[config.mk]
export PLATFORM = sky130hd
export DESIGN_NAME = uart_rx_fifo
export DESIGN_NICKNAME = d
export VERILOG_FILES = /design/src/rtl/uart_rx_fifo.sv
export SDC_FILE = /design/constraint.sdc
export NUM_CORES = 1
export LEC_CHECK = 0
export BUFFER_PORTS_ARGS = -buffer_cell sky130_fd_sc_hd__buf_2
export CAP_MARGIN = 40
export CORE_ASPECT_RATIO = 1.4
export CORE_MARGIN = 4
export CORE_UTILIZATION = 45
export DETAILED_ROUTE_END_ITERATION = 7
export MAX_ROUTING_LAYER = met4
export SYNTH_ARGS = -nofsm -noshare
export SYNTH_HDL_FRONTEND = slang
export SYNTH_SLANG_ARGS = --single-unit
[constraint.sdc]
create_clock -name sysclk -period 3.2 [get_ports sysclk]
set_input_delay 0.32 -clock sysclk [delete_from_list [all_inputs] [get_ports sysclk]]
set_output_delay 0.32 -clock sysclk [all_outputs]
set_load 0.1 [all_outputs]
[src/rtl/uart_rx_fifo.sv]
// uart_rx_fifo: receive byte buffer behind the my_uart receiver.
// Reports occupancy, empty/full/almost-full and a sticky overrun flag.
// Optional macro UART_RX_FIFO_FWFT_EN selects first-word-fall-through reads;
// when it is undefined, reads are registered with one cycle of latency.
module uart_rx_fifo #(
  parameter int N         = 8,
  parameter int DEPTH     = 16,
  parameter int AFULL_LVL = 12
) (
  input  logic                   sysclk,
  input  logic                   reset,
  input  logic                   wr_valid_i,
  input  logic [N-1:0]           wr_data_i,
  input  logic                   rd_en_i,
  output logic [N-1:0]           rd_data_o,
  output logic                   rd_valid_o,
  output logic                   empty_o,
  output logic                   full_o,
  output logic                   afull_o,
  output logic [$clog2(DEPTH):0] count_o,
  output logic                   overrun_o,
  input  logic                   ovr_clr_i
);

  localparam int AW = $clog2(DEPTH);
  localparam int CW = AW + 1;

  logic [N-1:0]  mem_q [DEPTH];
  logic [AW-1:0] wr_ptr_q, wr_ptr_d;
  logic [AW-1:0] rd_ptr_q, rd_ptr_d;
  logic [CW-1:0] count_q, count_d;
  logic          overrun_q, overrun_d;

  logic empty, full, pop_ok, wr_ok, wr_drop;

  // Status decode from the registered occupancy.
  assign empty   = (count_q == '0);
  assign full    = (count_q == CW'(DEPTH));
  assign empty_o = empty;
  assign full_o  = full;
  assign afull_o = (count_q >= CW'(AFULL_LVL));
  assign count_o = count_q;
  assign overrun_o = overrun_q;

  // A pop needs data; a write needs room, which a same-cycle pop on a full buffer provides.
  assign pop_ok  = rd_en_i && !empty;
  assign wr_ok   = wr_valid_i && (!full || pop_ok);
  assign wr_drop = wr_valid_i && !wr_ok;

  // Next-state for pointers, occupancy and overrun flag.
  always_comb begin
    // NOTE: every always_comb output gets a default first so no path leaves it unassigned (no latch).
    wr_ptr_d  = wr_ptr_q;
    rd_ptr_d  = rd_ptr_q;
    count_d   = count_q;
    overrun_d = overrun_q;
    if (wr_ok)  wr_ptr_d = wr_ptr_q + AW'(1);
    if (pop_ok) rd_ptr_d = rd_ptr_q + AW'(1);
    case ({wr_ok, pop_ok})
      2'b10:   count_d = count_q + CW'(1);
      2'b01:   count_d = count_q - CW'(1);
      default: count_d = count_q;
    endcase
    if (wr_drop)        overrun_d = 1'b1;
    else if (ovr_clr_i) overrun_d = 1'b0;
  end

  // Control state register with synchronous reset.
  always_ff @(posedge sysclk) begin
    // NOTE: state flops use non-blocking assignments so every flop samples pre-edge values.
    if (reset) begin
      wr_ptr_q  <= '0;
      rd_ptr_q  <= '0;
      count_q   <= '0;
      overrun_q <= 1'b0;
    end else begin
      wr_ptr_q  <= wr_ptr_d;
      rd_ptr_q  <= rd_ptr_d;
      count_q   <= count_d;
      overrun_q <= overrun_d;
    end
  end

  // Storage array write port; a write coinciding with reset is discarded.
  always_ff @(posedge sysclk) begin
    // NOTE: the array has no reset; stale entries are unreachable once the pointers and count clear.
    if (wr_ok && !reset) mem_q[wr_ptr_q] <= wr_data_i;
  end

`ifdef UART_RX_FIFO_FWFT_EN
  // Head entry is presented combinationally; rd_en_i only acknowledges it.
  always_comb begin
    rd_valid_o = !empty;
    rd_data_o  = empty ? '0 : mem_q[rd_ptr_q];
  end
`else
  logic [N-1:0] rd_data_q, rd_data_d;
  logic         rd_valid_q, rd_valid_d;

  // Registered read: capture the head on an accepted pop, otherwise hold the data.
  always_comb begin
    rd_data_d  = rd_data_q;
    rd_valid_d = pop_ok;
    if (pop_ok) rd_data_d = mem_q[rd_ptr_q];
  end

  // Read output register.
  always_ff @(posedge sysclk) begin
    if (reset) begin
      rd_data_q  <= '0;
      rd_valid_q <= 1'b0;
    end else begin
      rd_data_q  <= rd_data_d;
      rd_valid_q <= rd_valid_d;
    end
  end

  assign rd_data_o  = rd_data_q;
  assign rd_valid_o = rd_valid_q;
`endif

endmodule

## After elaboration in Yosys (flattened, before gate mapping)

Memory sizes are Yosys's and may differ from the RTL's. A register that Yosys moved wholly into a read port is not among the register bits.
Cells that the tools add are included.

| operators by class | value |
|---|---|
| multiplexer cells | 5 |
| $lt $le $gt $ge | 1 |
| add/sub/neg operators | 4 |
| equal/unequal tests | 3 |
| reduce and logical (&&, ||, !) cells | 12 |

Operator list:

| kind | count |
|---|---|
| $pmux 5 s2 | 1 |
| $add 4x1->4 const B | 2 |
| $add 5x1->5 const B | 1 |
| $eq 5x5->1 const B | 1 |
| $ge 5x4->1 const B | 1 |
| $logic_not 5->1 | 1 |
| $sub 5x1->5 const B | 1 |
| $logic_and 1x1->1 | 4 |
| $logic_not 1->1 | 4 |
| $mux 1 | 4 |
| $reduce_bool 2->1 | 2 |
| $eq 2x1->1 const B | 1 |
| $eq 2x2->1 const B | 1 |
| $logic_or 1x1->1 | 1 |

| word-level totals | value |
|---|---|
| logic and storage cells | 31 |
| output and inout port bits | 18 |
| memories kept | 1 |
| input port bits | 13 |
| RAM bits | 128 |
| register bits after elaboration | 15 |

Memory list:

| name | words | bits a word | rd ports | clocked after memory_dff | wr ports | RTL line | RTL |
|---|---|---|---|---|---|---|---|
| mem_q | 16 | 8 | 1 | 1 | 1 | 28 | `logic [N-1:0] mem_q [DEPTH];` |

## Longest topological paths before layout

| depth | value |
|---|---|
| depth in word-level cells | 8 |
| gate-level depth with buffers | 11 |
| depth with buffers taken out | 9 |

## Worst setup path before layout

Ideal clock, no wire load.

| timing path | value |
|---|---|
| path type | reg-to-reg |
| start point | reg count_q[0] (netlist: count_o[0]) |
| end point | reg count_q[4] (netlist: count_o[4]) |
| path buffers | 2 |
| library setup time | 0.095 ns |
| cell stages (with the launch flop) | 12 |
| setup slack | -0.221 ns |
| arrival | 3.325 ns |
| clock period less this slack | 3.421 ns |
| path through | dfxtp_1 > or4_1 > buf_6 > o21ai_2 > buf_4 > nor2_1 > inv_1 > fa_1 > nand2b_1 > a21oi_1 > mux2_2 > a221oi_1 |

| between the ends | value |
|---|---|
| cells in the longest elaborated chain, start to end | 7 |
| elaborated cells on any way between the ends | 13 |
| those cells by class | add/sub: 2; eq/ne: 3; mux: 1; reduce/logical: 7 |

Ends and longest elaborated chain:

| item | RTL line | RTL |
|---|---|---|
| start: declaration | 31 | `logic [CW-1:0] count_q, count_d;` |
| start signal: assignment | 79 | `count_q <= count_d;` |
| $logic_not 5->1 | 37 | `assign empty = (count_q == '0);` |
| $logic_not 1->1 | 46 | `assign pop_ok = rd_en_i && !empty;` |
| $logic_and 1x1->1 | 46 |  |
| $logic_or 1x1->1 | 47 | `assign wr_ok = wr_valid_i && (!full \|\| pop_ok);` |
| $logic_and 1x1->1 | 47 |  |
| $eq 2x1->1 or $eq 2x2->1 (tied branches) | 59 | `case ({wr_ok, pop_ok})` |
| $pmux 5 s2 or $reduce_bool 2->1 (tied branches) | - |  |

Parallel ways exist; a longest one is shown, timed or not.
A chain may end at the register's enable or synchronous reset.

## Worst setup path after layout

Ends and elaborated chain as after synthesis.

==> flow_summary.ini <==
[outcome]
status = complete, no violations

[min_path]
hp-class = input port to flip-flop

[clock_tree]
path_clk_slew_ns = 0.06
cts_buffer_depth = 2
clock-sinks = 151
ctsResizeCount = 0
cts_buffers = 17
cts_htree_levels = 4
cts_tree = built
clkLatencyLatePin_ns = 0.42
cts_hold_buffers = 0
cts_setup_buffers = 0
cts_root_buf = clkbuf_16

[timing]
period_needed_ns = 2.70
rsz0062_at_grt = false
report.final.slew_viol_count = 0
slew_headroom_pct = 42.5
worst_slack_ns = 0.496
final.setup.tns_ns = 0
fin_skew_ns = 0.0100
finalHoldViolCount = 0
fin_crit_sh_pct = 84.5
fmax_ghz = 0.370
worstMarginPinSlew_ns = 0.860
final-setup-viol-count = 0

[logic_synthesis]
synth.top_cell.area_share_pct = 62.3
yosys.cell_count.top_type = edfxtp_1
syn-num-nets = 402
yosysUniqueCellTypes = 50
syn_area_per_cell_sq_um = 16.2
postSynthCellCount = 380
synth_edf_count = 128
ys_seq_area_share_pct = 69.8
synth_area_sq_um = 6170
ys_async_sr_fraction_pct = 0
ys.flop_type = edfxtp_1
yosysTopAreaCell = edfxtp_1
synth_seq_cells = 151
synth_commonest_cells = edfxtp_1 (128), nor2_1 (41), mux2i_1 (35), dfxtp_1 (23)
synth.top_cells.by_area = edfxtp_1 (62%), dfxtp_1 (7.5%), mux4_2 (5.8%), mux2i_1 (5.7%), nor2_1 (2.5%)
yosysWarnings = 0

[route]
post_drt_wl_per_cell_um = 20.7
drtPass1Iterations = 4
via_per_inst = 5.44
ant_nets = 0
routed_wl_um = 12900
first_iter_violations = 189
remaining_drc_errors = 0
vias = 3381

[placed_design]
post-place-cells = 590
postPlaceCellArea_sq_um = 6600
pre_cts_ws_ns = 0.514
portBuffers = 30
dp_hpwl_um = 8140
routabilityCongestion = 0.812

[floorplanning]
fp.dieH_um = 147
rows = 50
ios = 31
initial_core_util_pct = 46.1
coreArea_sq_um = 13400
die_w_um = 107
die_area_sq_um = 15700

[grt]
grt_first_pass_wirelength_um = 20000
grt_pass1_vias = 3504
antenna_found_initial = 0
grt-ovfl-total = 0
grt_usage_pct = 17.9
grt_max_degree = 32

[power_and_ir_drop]
vdd_drop_max_mv = 0.508
p_per_area_nw_per_um2 = 855
power_mw = 6.17
p_leak_nw = 2.40

[layout]
final_cells = 622
nNetsFinal = 449
layout.area.seq_sq_um = 4310
final_area_sq_um = 7220
diodes = 0
drive_above_1_share_pct = 25.0
area_delta_synth_final_pct = 17.2
fillers = 1123
multi_input_area_sq_um = 1740

[worst_setup_path]
crit_fanout = 6
required_ns = 3.51
worstSetupPathType = flip-flop to flip-flop
crit_chain = or4_1, o21ai_2, nor2_1, ha_1, nand2b_1, a21oi_1, mux2_2, a221oi_1
crit_arrival_ns = 3.02
slowest_stage = or4_1
cp-start-kind = flip-flop
max_stage_delay_ns = 0.57
endpoint_kind = flip-flop

[job]
max_cap_violations = 0
placed cells by master, fill, tap and decap left out, drive strengths merged, types with 8 or more instances in the layout:
| cell type | n |
|---|---|
| buf | 47 |
| clkbuf | 18 |
| dfxtp | 23 |
| edfxtp | 128 |
| ha | 8 |
| inv | 10 |
| mux2i | 36 |
| mux4 | 16 |
| nand2 | 9 |
| nor2 | 42 |
| nor3 | 8 |
| nor4 | 8 |
| o22ai | 16 |
path summary, 6_finish.rpt:
check                           startpoint    endpoint  slack (ns)  cells after the start
worst min-delay path             ovr_clr_i   overrun_o        0.16                      3
worst max-delay path            count_o[0]  count_o[4]        0.50                      8
worst min register to register   overrun_o   overrun_o        0.47                      2
worst max register to register  count_o[0]  count_o[4]        0.50                      8
metrics by stage:
| step | hold slack, ns | utilization (%) |
|---|---|---|
| 6_report | 0.162 | 54.0 |
| 5_1_grt | 0.185 | 54.0 |
| 4_1_cts | 0.151 | 54.0 |
| 3_5_place_dp | 0.464 | 49.3 |
| 3_3_place_gp | 0.450 | 49.2 |
| 2_1_floorplan | 0.419 | - |
routing by layer:
layer | share of wire [%] | global-route usage, %
met2 | 54 | 30.2
met3 | 3.5 | 4.02
met5 | 0 | -
met1 | 41 | 21.4
met4 | 0.95 | 5.76
registers in the layout, indices dropped and copies added, names as in the netlist:
| register | cells |
|---|---|
| mem_q | 128 |
| rd_data_o | 8 |
| count_o | 5 |
| rd_ptr_q | 4 |
| wr_ptr_q | 4 |
| overrun_o | 1 |
| rd_valid_o | 1 |
cell type report:
cell class                      instances  area share, %
Tap cell                              182           3.15
Timing Repair Buffer                   47           4.02
Multi-Input combinational cell        203           24.1
Sequential cell                       151           59.7
Inverter                                7          0.364
Clock inverter                         14           2.74
Clock buffer                           18           5.94
power breakdown:
part,leakage (nW),internal [mW],switching [mW]
clock network,0.298,1.31,0.782
logic,0.759,0.466,1.29
registers,1.34,2.25,0.0822
worst max-delay path, delay by kind of cell (launching register included):
family                     cells  cell delay (ns)
and+or+nand+nor                3             0.75
AOI/OAI and AO/OA              3             0.75
muxes                          1             0.38
adders and majority gates      1             0.36
DFF                            1             0.34
cells by family (layout without fill, tap and decap cells):
logic type,Yosys count,count (layout),synth area share [%]
xor gates and xnor gates,6,6,0.852
and+or+nand+nor,90,90,7.18
buffers and inverters,26,86,1.95
adders and majority gates,9,9,1.95
DFF,151,151,69.8
AOI/OAI and AO/OA,42,42,5.46
muxes,56,56,12.8
Power figures use the tool's default switching activity.
